$ cat config.mk
export PLATFORM = sky130hd
export DESIGN_NAME = otter_mc_ctrl
export DESIGN_NICKNAME = d
export VERILOG_FILES = /design/src/rtl/otter_mc_ctrl.sv
export SDC_FILE = /design/constraint.sdc
export NUM_CORES = 1
export LEC_CHECK = 0
export ABC_CLOCK_PERIOD_IN_PS = 3100
export BUFFER_PORTS_ARGS = -buffer_cell sky130_fd_sc_hd__buf_2
export CORE_MARGIN = 1.5
export CORE_UTILIZATION = 35
export CTS_CLUSTER_SIZE = 25
export DETAILED_ROUTE_END_ITERATION = 16
export PLACE_DENSITY = 0.79
export SETUP_SLACK_MARGIN = 0.1
export SLEW_MARGIN = 5
export SYNTH_ARGS = -nofsm -noshare
export SYNTH_HDL_FRONTEND = slang
export SYNTH_SLANG_ARGS = --single-unit
export TNS_END_PERCENT = 20
$ cat constraint.sdc
create_clock -name clk -period 3.1 [get_ports clk]
set_input_delay 0.155 -clock clk [delete_from_list [all_inputs] [get_ports clk]]
set_output_delay 0.155 -clock clk [all_outputs]
set_load 0.03 [all_outputs]
$ cat src/rtl/otter_mc_ctrl.sv
// Multicycle control unit for the OTTER RV32I core.
// Walks FETCH -> DECODE -> EXEC (-> MEM (-> WB)) and stops in HALT on an unsupported instruction.
// Outputs are decoded combinationally from the state register, ir, the branch flags and
// mem_ack, and are forced to their idle values while rst is high.
module otter_mc_ctrl (
  input  logic        clk,
  input  logic        rst,
  input  logic [31:0] ir,
  input  logic        br_eq,
  input  logic        br_lt,
  input  logic        br_ltu,
  input  logic        mem_ack,
  output logic        mem_rden1,
  output logic        ir_write,
  output logic [3:0]  alu_fun,
  output logic [1:0]  srcA_sel,
  output logic [1:0]  srcB_sel,
  output logic        pc_write,
  output logic [1:0]  pc_sel,
  output logic        rf_we,
  output logic [1:0]  rf_wr_sel,
  output logic        mem_rden2,
  output logic        mem_we2,
  output logic        illegal
);

  localparam logic [6:0] OPC_OP     = 7'b0110011;
  localparam logic [6:0] OPC_OP_IMM = 7'b0010011;
  localparam logic [6:0] OPC_LUI    = 7'b0110111;
  localparam logic [6:0] OPC_AUIPC  = 7'b0010111;
  localparam logic [6:0] OPC_JAL    = 7'b1101111;
  localparam logic [6:0] OPC_JALR   = 7'b1100111;
  localparam logic [6:0] OPC_BRANCH = 7'b1100011;
  localparam logic [6:0] OPC_LOAD   = 7'b0000011;
  localparam logic [6:0] OPC_STORE  = 7'b0100011;

  localparam logic [3:0] ALU_ADD = 4'b0000;
  localparam logic [3:0] ALU_LUI = 4'b1001;

  typedef enum logic [2:0] {
    ST_FETCH  = 3'd0,
    ST_DECODE = 3'd1,
    ST_EXEC   = 3'd2,
    ST_MEM    = 3'd3,
    ST_WB     = 3'd4,
    ST_HALT   = 3'd5
  } state_t;

  state_t state, next_state;

  logic [6:0] opcode;
  logic [2:0] funct3;
  logic       is_store;
  logic       taken;
  logic       br_legal;
  logic       unused_ir;

  assign opcode    = ir[6:0];
  assign funct3    = ir[14:12];
  assign is_store  = (opcode == OPC_STORE);
  assign unused_ir = ^{ir[31], ir[29:15], ir[11:7]};

  // Branch condition decode; funct3 010/011 are not branches
  always_comb begin
    taken    = 1'b0;
    br_legal = 1'b1;
    case (funct3)
      3'b000:  taken = br_eq;
      3'b001:  taken = ~br_eq;
      3'b100:  taken = br_lt;
      3'b101:  taken = ~br_lt;
      3'b110:  taken = br_ltu;
      3'b111:  taken = ~br_ltu;
      default: br_legal = 1'b0;
    endcase
  end

  // State register; reset lands in FETCH at once, dropping any memory request
  always_ff @(posedge clk or posedge rst) begin
    if (rst) state <= ST_FETCH;
    else     state <= next_state;
  end

  // Next-state and output decode
  always_comb begin
    next_state = state;
    mem_rden1  = 1'b0;
    ir_write   = 1'b0;
    alu_fun    = ALU_ADD;
    srcA_sel   = 2'd0;
    srcB_sel   = 2'd0;
    pc_write   = 1'b0;
    pc_sel     = 2'd0;
    rf_we      = 1'b0;
    rf_wr_sel  = 2'd0;
    mem_rden2  = 1'b0;
    mem_we2    = 1'b0;
    illegal    = 1'b0;

    case (state)
      ST_FETCH: begin
        mem_rden1  = 1'b1;
        next_state = ST_DECODE;
      end
      ST_DECODE: begin
        ir_write   = 1'b1;
        next_state = ST_EXEC;
      end
      ST_EXEC: begin
        next_state = ST_FETCH;
        case (opcode)
          OPC_OP: begin
            alu_fun   = {ir[30], funct3};
            rf_we     = 1'b1;
            rf_wr_sel = 2'd2;
            pc_write  = 1'b1;
          end
          OPC_OP_IMM: begin
            alu_fun   = {(funct3 == 3'b101) ? ir[30] : 1'b0, funct3};
            srcB_sel  = 2'd1;
            rf_we     = 1'b1;
            rf_wr_sel = 2'd2;
            pc_write  = 1'b1;
          end
          OPC_LUI: begin
            alu_fun   = ALU_LUI;
            srcA_sel  = 2'd1;
            rf_we     = 1'b1;
            rf_wr_sel = 2'd2;
            pc_write  = 1'b1;
          end
          OPC_AUIPC: begin
            srcA_sel  = 2'd2;
            srcB_sel  = 2'd3;
            rf_we     = 1'b1;
            rf_wr_sel = 2'd2;
            pc_write  = 1'b1;
          end
          OPC_JAL: begin
            pc_sel    = 2'd3;
            rf_we     = 1'b1;
            pc_write  = 1'b1;
          end
          OPC_JALR: begin
            pc_sel    = 2'd1;
            rf_we     = 1'b1;
            pc_write  = 1'b1;
          end
          OPC_BRANCH: begin
            if (br_legal) begin
              pc_write = 1'b1;
              pc_sel   = taken ? 2'd2 : 2'd0;
            end else begin
              next_state = ST_HALT;
            end
          end
          OPC_LOAD: begin
            srcB_sel   = 2'd1;
            next_state = ST_MEM;
          end
          OPC_STORE: begin
            srcB_sel   = 2'd2;
            next_state = ST_MEM;
          end
          default: next_state = ST_HALT;
        endcase
      end
      ST_MEM: begin
        // Hold the request and the address selects until the memory acknowledges
        srcB_sel  = is_store ? 2'd2 : 2'd1;
        mem_we2   = is_store;
        mem_rden2 = ~is_store;
        if (mem_ack) begin
          if (is_store) begin
            pc_write   = 1'b1;
            next_state = ST_FETCH;
          end else begin
            next_state = ST_WB;
          end
        end
      end
      ST_WB: begin
        rf_we      = 1'b1;
        rf_wr_sel  = 2'd1;
        pc_write   = 1'b1;
        next_state = ST_FETCH;
      end
      ST_HALT: begin
        illegal = 1'b1;
      end
      default: next_state = ST_FETCH;
    endcase

    // Reset overrides every output immediately
    if (rst) begin
      mem_rden1 = 1'b0;
      ir_write  = 1'b0;
      alu_fun   = ALU_ADD;
      srcA_sel  = 2'd0;
      srcB_sel  = 2'd0;
      pc_write  = 1'b0;
      pc_sel    = 2'd0;
      rf_we     = 1'b0;
      rf_wr_sel = 2'd0;
      mem_rden2 = 1'b0;
      mem_we2   = 1'b0;
      illegal   = 1'b0;
    end
  end

endmodule

# --- Word level (Yosys, flattened, before mapping) ---
# Cells that the tools add are included.
word_totals:
  memories: 0
  word_cells: 79
  in_bits: 38
  mem_bits_ro: 0
  ram_bits: 0
  regBits: 3
  latchBits: 0
classes:
  n_reduce_logical: 8
  n_mul: 0
  n_bitwise: 5
  n_addsub: 0
  muxes: 45
  n_div: 0
  n_shift: 0
  eq_ne: 20
  magnitude_cmp: 0
op_table:
  columns: ["operator", "count"]
  rows:
  - ["7-bit by 6-bit == test with 1-bit output (second input constant)", 3]
  - ["7-bit == test (second input constant)", 3]
  - ["2-bit 2-to-1 mux", 10]
  - ["3-bit == test (second input constant)", 6]
  - ["1-bit 2-to-1 mux", 18]
  - ["3-bit case mux with 5 select lines", 1]
  - ["7-bit by 5-bit == test with 1-bit output (second input constant)", 2]
  - ["2-bit case mux with 2 select lines", 3]
  - ["2-bit case mux with 3 select lines", 2]
  - ["4-bit case mux with 3 select lines", 1]
  - ["6-bit OR reduction", 2]
  - ["3-bit 2-to-1 mux", 3]
  - ["3-bit case mux with 3 select lines", 1]
  - ["4-bit 2-to-1 mux", 2]
  - ["7-bit by 2-bit == test with 1-bit output (second input constant)", 1]
  - ["3-bit by 1-bit == test with 1-bit output (second input constant)", 2]
  - ["3-bit by 2-bit == test with 1-bit output (second input constant)", 2]
  - ["3-bit zero test", 2]
  - ["1-bit case mux with 6 select lines", 1]
  - ["1-bit inverter", 5]
  - ["1-bit case mux with 2 select lines", 2]
  - ["2-bit OR reduction", 2]
  - ["4-bit OR reduction", 1]
  - ["1-bit case mux with 3 select lines", 1]
  - ["other kinds (2)", 2]

# --- Depth between registers and ports, before layout ---
logic_depth:
  depth_word: 7
  depth_mapped: 5
  depth_no_buf: 5

# --- Least setup slack after synthesis ---
# No wires, ideal clock.
synth_path:
  path_type: "reg2out"
  from: "register state[0]"
  to: "output pc_write"
  arrival_ns: 1.780
  stages_incl_launch_ff: 5
  t_required_ns: 2.945
  n_path_buf: 1
  path_slack_ns: 1.165
  path_cell_list: "dfrtp_1 clkbuf_1 nor3_1 a21oi_1 a21bo_1"
synth_via:
  elab_chain_len: 3
  elab_cells_between_ends: 5
  classes_between: "eq/ne: 3; mux: 2"
synth_lines:
  columns: ["item", "line", "text"]
  rows:
  - ["from (decl)", "49", "state_t state, next_state;"]
  - ["from (signal assigned)", "81", "else state <= next_state;"]
  - ["3-bit == test / 3-bit by 2-bit == test with 1-bit output (equally long branches)", "100", "case (state)"]
  - ["1-bit case mux with 3 select lines (*)", "100", null]
  - ["1-bit 2-to-1 mux (*)", "195", "if (rst) begin"]
  - ["to (decl)", "18", "output logic pc_write,"]
# Mark *: on every way between the ends. The rest lies on a longest branch, timed or not.

# --- Worst setup path in the final report ---
layout_path:
  from: "register state[0]"
  to: "output rf_we"
layout_via:
  elab_chain_len: 3
  elab_cells_between_ends: 4
  classes_between: "eq/ne: 2; mux: 2"
layout_lines:
  columns: ["item", "line", "text"]
  rows:
  - ["3-bit == test / 3-bit by 2-bit == test with 1-bit output (equally long branches)", "100", null]
  - ["1-bit case mux with 2 select lines (*)", "100", null]
  - ["1-bit 2-to-1 mux (*)", "195", null]
  - ["to (decl)", "20", "output logic rf_we,"]
# Marks and branches as above.

==> flow_metrics.env <==
export IMPL_avgRoutedWirePerCell_um=12.2
export IMPL_layout_drive_gt1_share=0.336
export IMPL_biggestRegsByFlops="state (3)"
export IMPL_syn_area_per_cell_um2=6.71
export IMPL_setup_viol=0
export IMPL_crit_path_top_delay_cell="dfrtp_1"
export IMPL_post_cts_setup_buffers=0
export IMPL_max_freq_ghz=0.486
export IMPL_hpwl_um=1330
export IMPL_drt_drc_violations_left=0
export IMPL_netlist_area_leader_share=0.132
export IMPL_min_period_over_period=0.663
export IMPL_synth_area_leader_cell="dfrtp_1"
export IMPL_clk_path_buf_depth=2
export IMPL_yosys_area_share_xor_xnor=0.0461
export IMPL_gp_congestion=0.832
export IMPL_ys_types=35
export IMPL_ys_warn_count=0
export IMPL_grt_max_degree=13
export IMPL_cts_made_buffers=3
export IMPL_nNetsFinal=161
export IMPL_rsz0062_at_grt="false"
export IMPL_diodes=0
export IMPL_synth_mux_area_frac=0.0175
export IMPL_coreArea_um2=1520
export IMPL_synth_area_leaders="dfrtp_1, nor2_1, nand3_1"
export IMPL_crit_reg2reg_launch="state[2]$_DFFE_PP0P_"
export IMPL_ys_seq_area_frac=0.132
export IMPL_row_count=14
export IMPL_hold_viol_final=0
export IMPL_hold_path_end="state[0]$_DFFE_PP0P_"
export IMPL_maxSlewHeadroom=0.714
export IMPL_power_density_nw_per_um2=521
export IMPL_worst_r2r_cell_count=4
export IMPL_finalWirelength_um=1680
export IMPL_final_core_util=0.516
export IMPL_via_per_inst=5.57
export IMPL_grt_remaining_overflow=0
export IMPL_finClkSkew_ps=0.443
export IMPL_fin_cells=138
export IMPL_die_w_um=43.4
export IMPL_area_delta_synth_final_pct=37.9
export IMPL_synth_edf_count=0
export IMPL_critical_path_endpoint_type="output port"
export IMPL_whs_path_depth=3
export IMPL_dr_total_vias=768
export IMPL_synthTopCellsByCount="nor2_1, nand2_1, nand3_1, nor3_1, a21oi_1"
export IMPL_drtPass1Iterations=4
export IMPL_synth_area_um2=571
export IMPL_synth_compound_area_frac=0.202
export IMPL_reg2reg_slack_ps=1830
export IMPL_cp_cell_sequence="nand2b_1 > or3_1 > nor2_1 > or3_1 > buf_2"
export IMPL_cts_tree="built"
export IMPL_p_leak_nw=0.401
export IMPL_synth_fp_nets=123
export IMPL_min_from="mem_ack"
export IMPL_status="complete, no violations"
export IMPL_vdd_ir_drop_max_mv=0.270
export IMPL_path_clk_slew_ps=40
export IMPL_slew_violations=0
export IMPL_grt_pass1_vias=664
export IMPL_root_buffer="clkbuf_4"
export IMPL_grt_pass1_wl_um=2720
export IMPL_hold_class="input port to flop"
export IMPL_largest_reg_flops=3
export IMPL_ys_ff_latch=3
export IMPL_dp_cells=133
export IMPL_synth_most_common_cell="nor2_1"
export IMPL_synth_top_family_by_area="simple AND/OR/NAND/NOR gates"
export IMPL_synthAdderAreaFrac=0
export IMPL_die_area_um2=1880
export IMPL_regMostFlops="state"
export IMPL_nFillCells=173
export IMPL_worstMarginPinSlew_ps=429
export IMPL_drt_iter0_drc=16
export IMPL_cp_required_ps=2940
export IMPL_rr_endpoint="state[2]$_DFFE_PP0P_"
export IMPL_clkLatencyLatePin_ps=240
export IMPL_start_util=0.374
export IMPL_antenna_found_initial=0
export IMPL_grtUsageTotal=0.186
export IMPL_synth_cells=85
export IMPL_cpMostUsedCell="or3_1"
export IMPL_async_reset_ff_frac=1.00
export IMPL_portBuffers=35
export IMPL_die_height_um=43.4
export IMPL_min_period_ps=2060
export IMPL_synthSimpleGateAreaFrac=0.550
export IMPL_postRouteAntennaNets=0
export IMPL_path_delay_family="simple AND/OR/NAND/NOR gates"
export IMPL_crit_path_max_incr_delay_ps=510
export IMPL_start_kind="flop"
export IMPL_io_pins=57
export IMPL_critical_path_max_fanout=12
export IMPL_finalSetupTns_ps=0
export IMPL_drv_cap=0
export IMPL_synth_flop_cell="dfrtp_1"
export IMPL_htree_levels=1
export IMPL_arrival_ps=1900
export IMPL_crit_type="flop to output port"
export IMPL_timing_critical_path_buf_inv=1
export IMPL_cts_sinks=3
[timing repair]
| item | in CTS | in global routing |
|---|---|---|
| hold endpoints to repair | 3 | 0 |
| gates resized for setup | 0 | 0 |
| hold buffers | 1 | 0 |
| setup endpoints to repair | 0 | 0 |
[report_power, final]
| group | leakage [nW] | switching (mW) | internal [mW] | total (mW) |
|---|---|---|---|---|
| Sequential | 0.0367 | 0.0583 | 0.0575 | 0.116 |
| Clock | 0.0150 | 0.0228 | 0.0484 | 0.0712 |
| Combinational | 0.350 | 0.129 | 0.0942 | 0.223 |
[worst min-delay path: stages]
cell and delay, ps:
buf_2 120, o22a_1 140, o22ai_2 70
[how the worst max path moves through the flow]
stage / slack (ps) / end / cells past startpoint / startpoint
after floorplan: 1170 / pc_write / 4 / state[0]$_DFFE_PP0P_
after global placement: 1340 / rf_we / 5 / state[0]$_DFFE_PP0P_
after detailed placement: 1310 / rf_we / 5 / state[0]$_DFFE_PP0P_
after CTS: 1040 / rf_we / 5 / state[0]$_DFFE_PP0P_
after global routing: 930 / rf_we / 5 / state[0]$_DFFE_PP0P_
final: 1040 / rf_we / 5 / state[0]$_DFFE_PP0P_
[through the flow]
| step | hold slack (ps) | setup slack [ps] | instance area [µm²] | power, mW |
|---|---|---|---|---|
| finish | 289 | 1040 | 787 | 0.410 |
| global route | 291 | 929 | 787 | 0.446 |
| CTS | 291 | 1040 | 787 | 0.414 |
| detailed placement | 138 | 1310 | 751 | 0.340 |
| global placement | 124 | 1340 | 751 | 0.330 |
| floorplan | -74.6 | 1170 | 571 | 0.286 |
[layout make-up]
class	count	area (µm²)	share of cell area
tap	16	20.0	0.0254
timing repair buffer	36	185	0.235
multi-input combinational	75	465	0.591
inverter	4	15.0	0.0191
clock buffer	4	26.3	0.0334
sequential	3	75.1	0.0954
[placed cells by master, fill, tap and decap left out, types with 2 or more instances in the layout]
master and instances:
buf_2 35, nor2_1 10, nand2_1 9, nand3_1 7
nor3_1 7, a21oi_1 6, nand2b_1 4, inv_1 4
or3_1 3, nor4_1 3, clkbuf_4 3, dfrtp_1 3
and3_1 2, and3b_1 2, xnor2_1 2
[per-layer routing]
| layer | GRT usage | vias up | part of all wire |
|---|---|---|---|
| li1 | - | 390 | - |
| met1 | 0.242 | 342 | 0.45 |
| met2 | 0.310 | 36 | 0.47 |
| met3 | 0.0750 | 0 | 0.078 |
| met4 | 0 | 0 | 0 |
| met5 | 0 | - | 0 |
[cells by family (layout without fill, tap and decap cells)]
kind of cell / count (synthesis) / after routing
XOR/XNOR: 3 / 3
AO/OA/AOI/OAI: 16 / 16
AND/OR/NAND/NOR: 55 / 55
multiplexers: 1 / 1
flip-flops: 3 / 3
buffers and inverters: 7 / 44
Note: power is estimated with default switching activity, not from simulation.
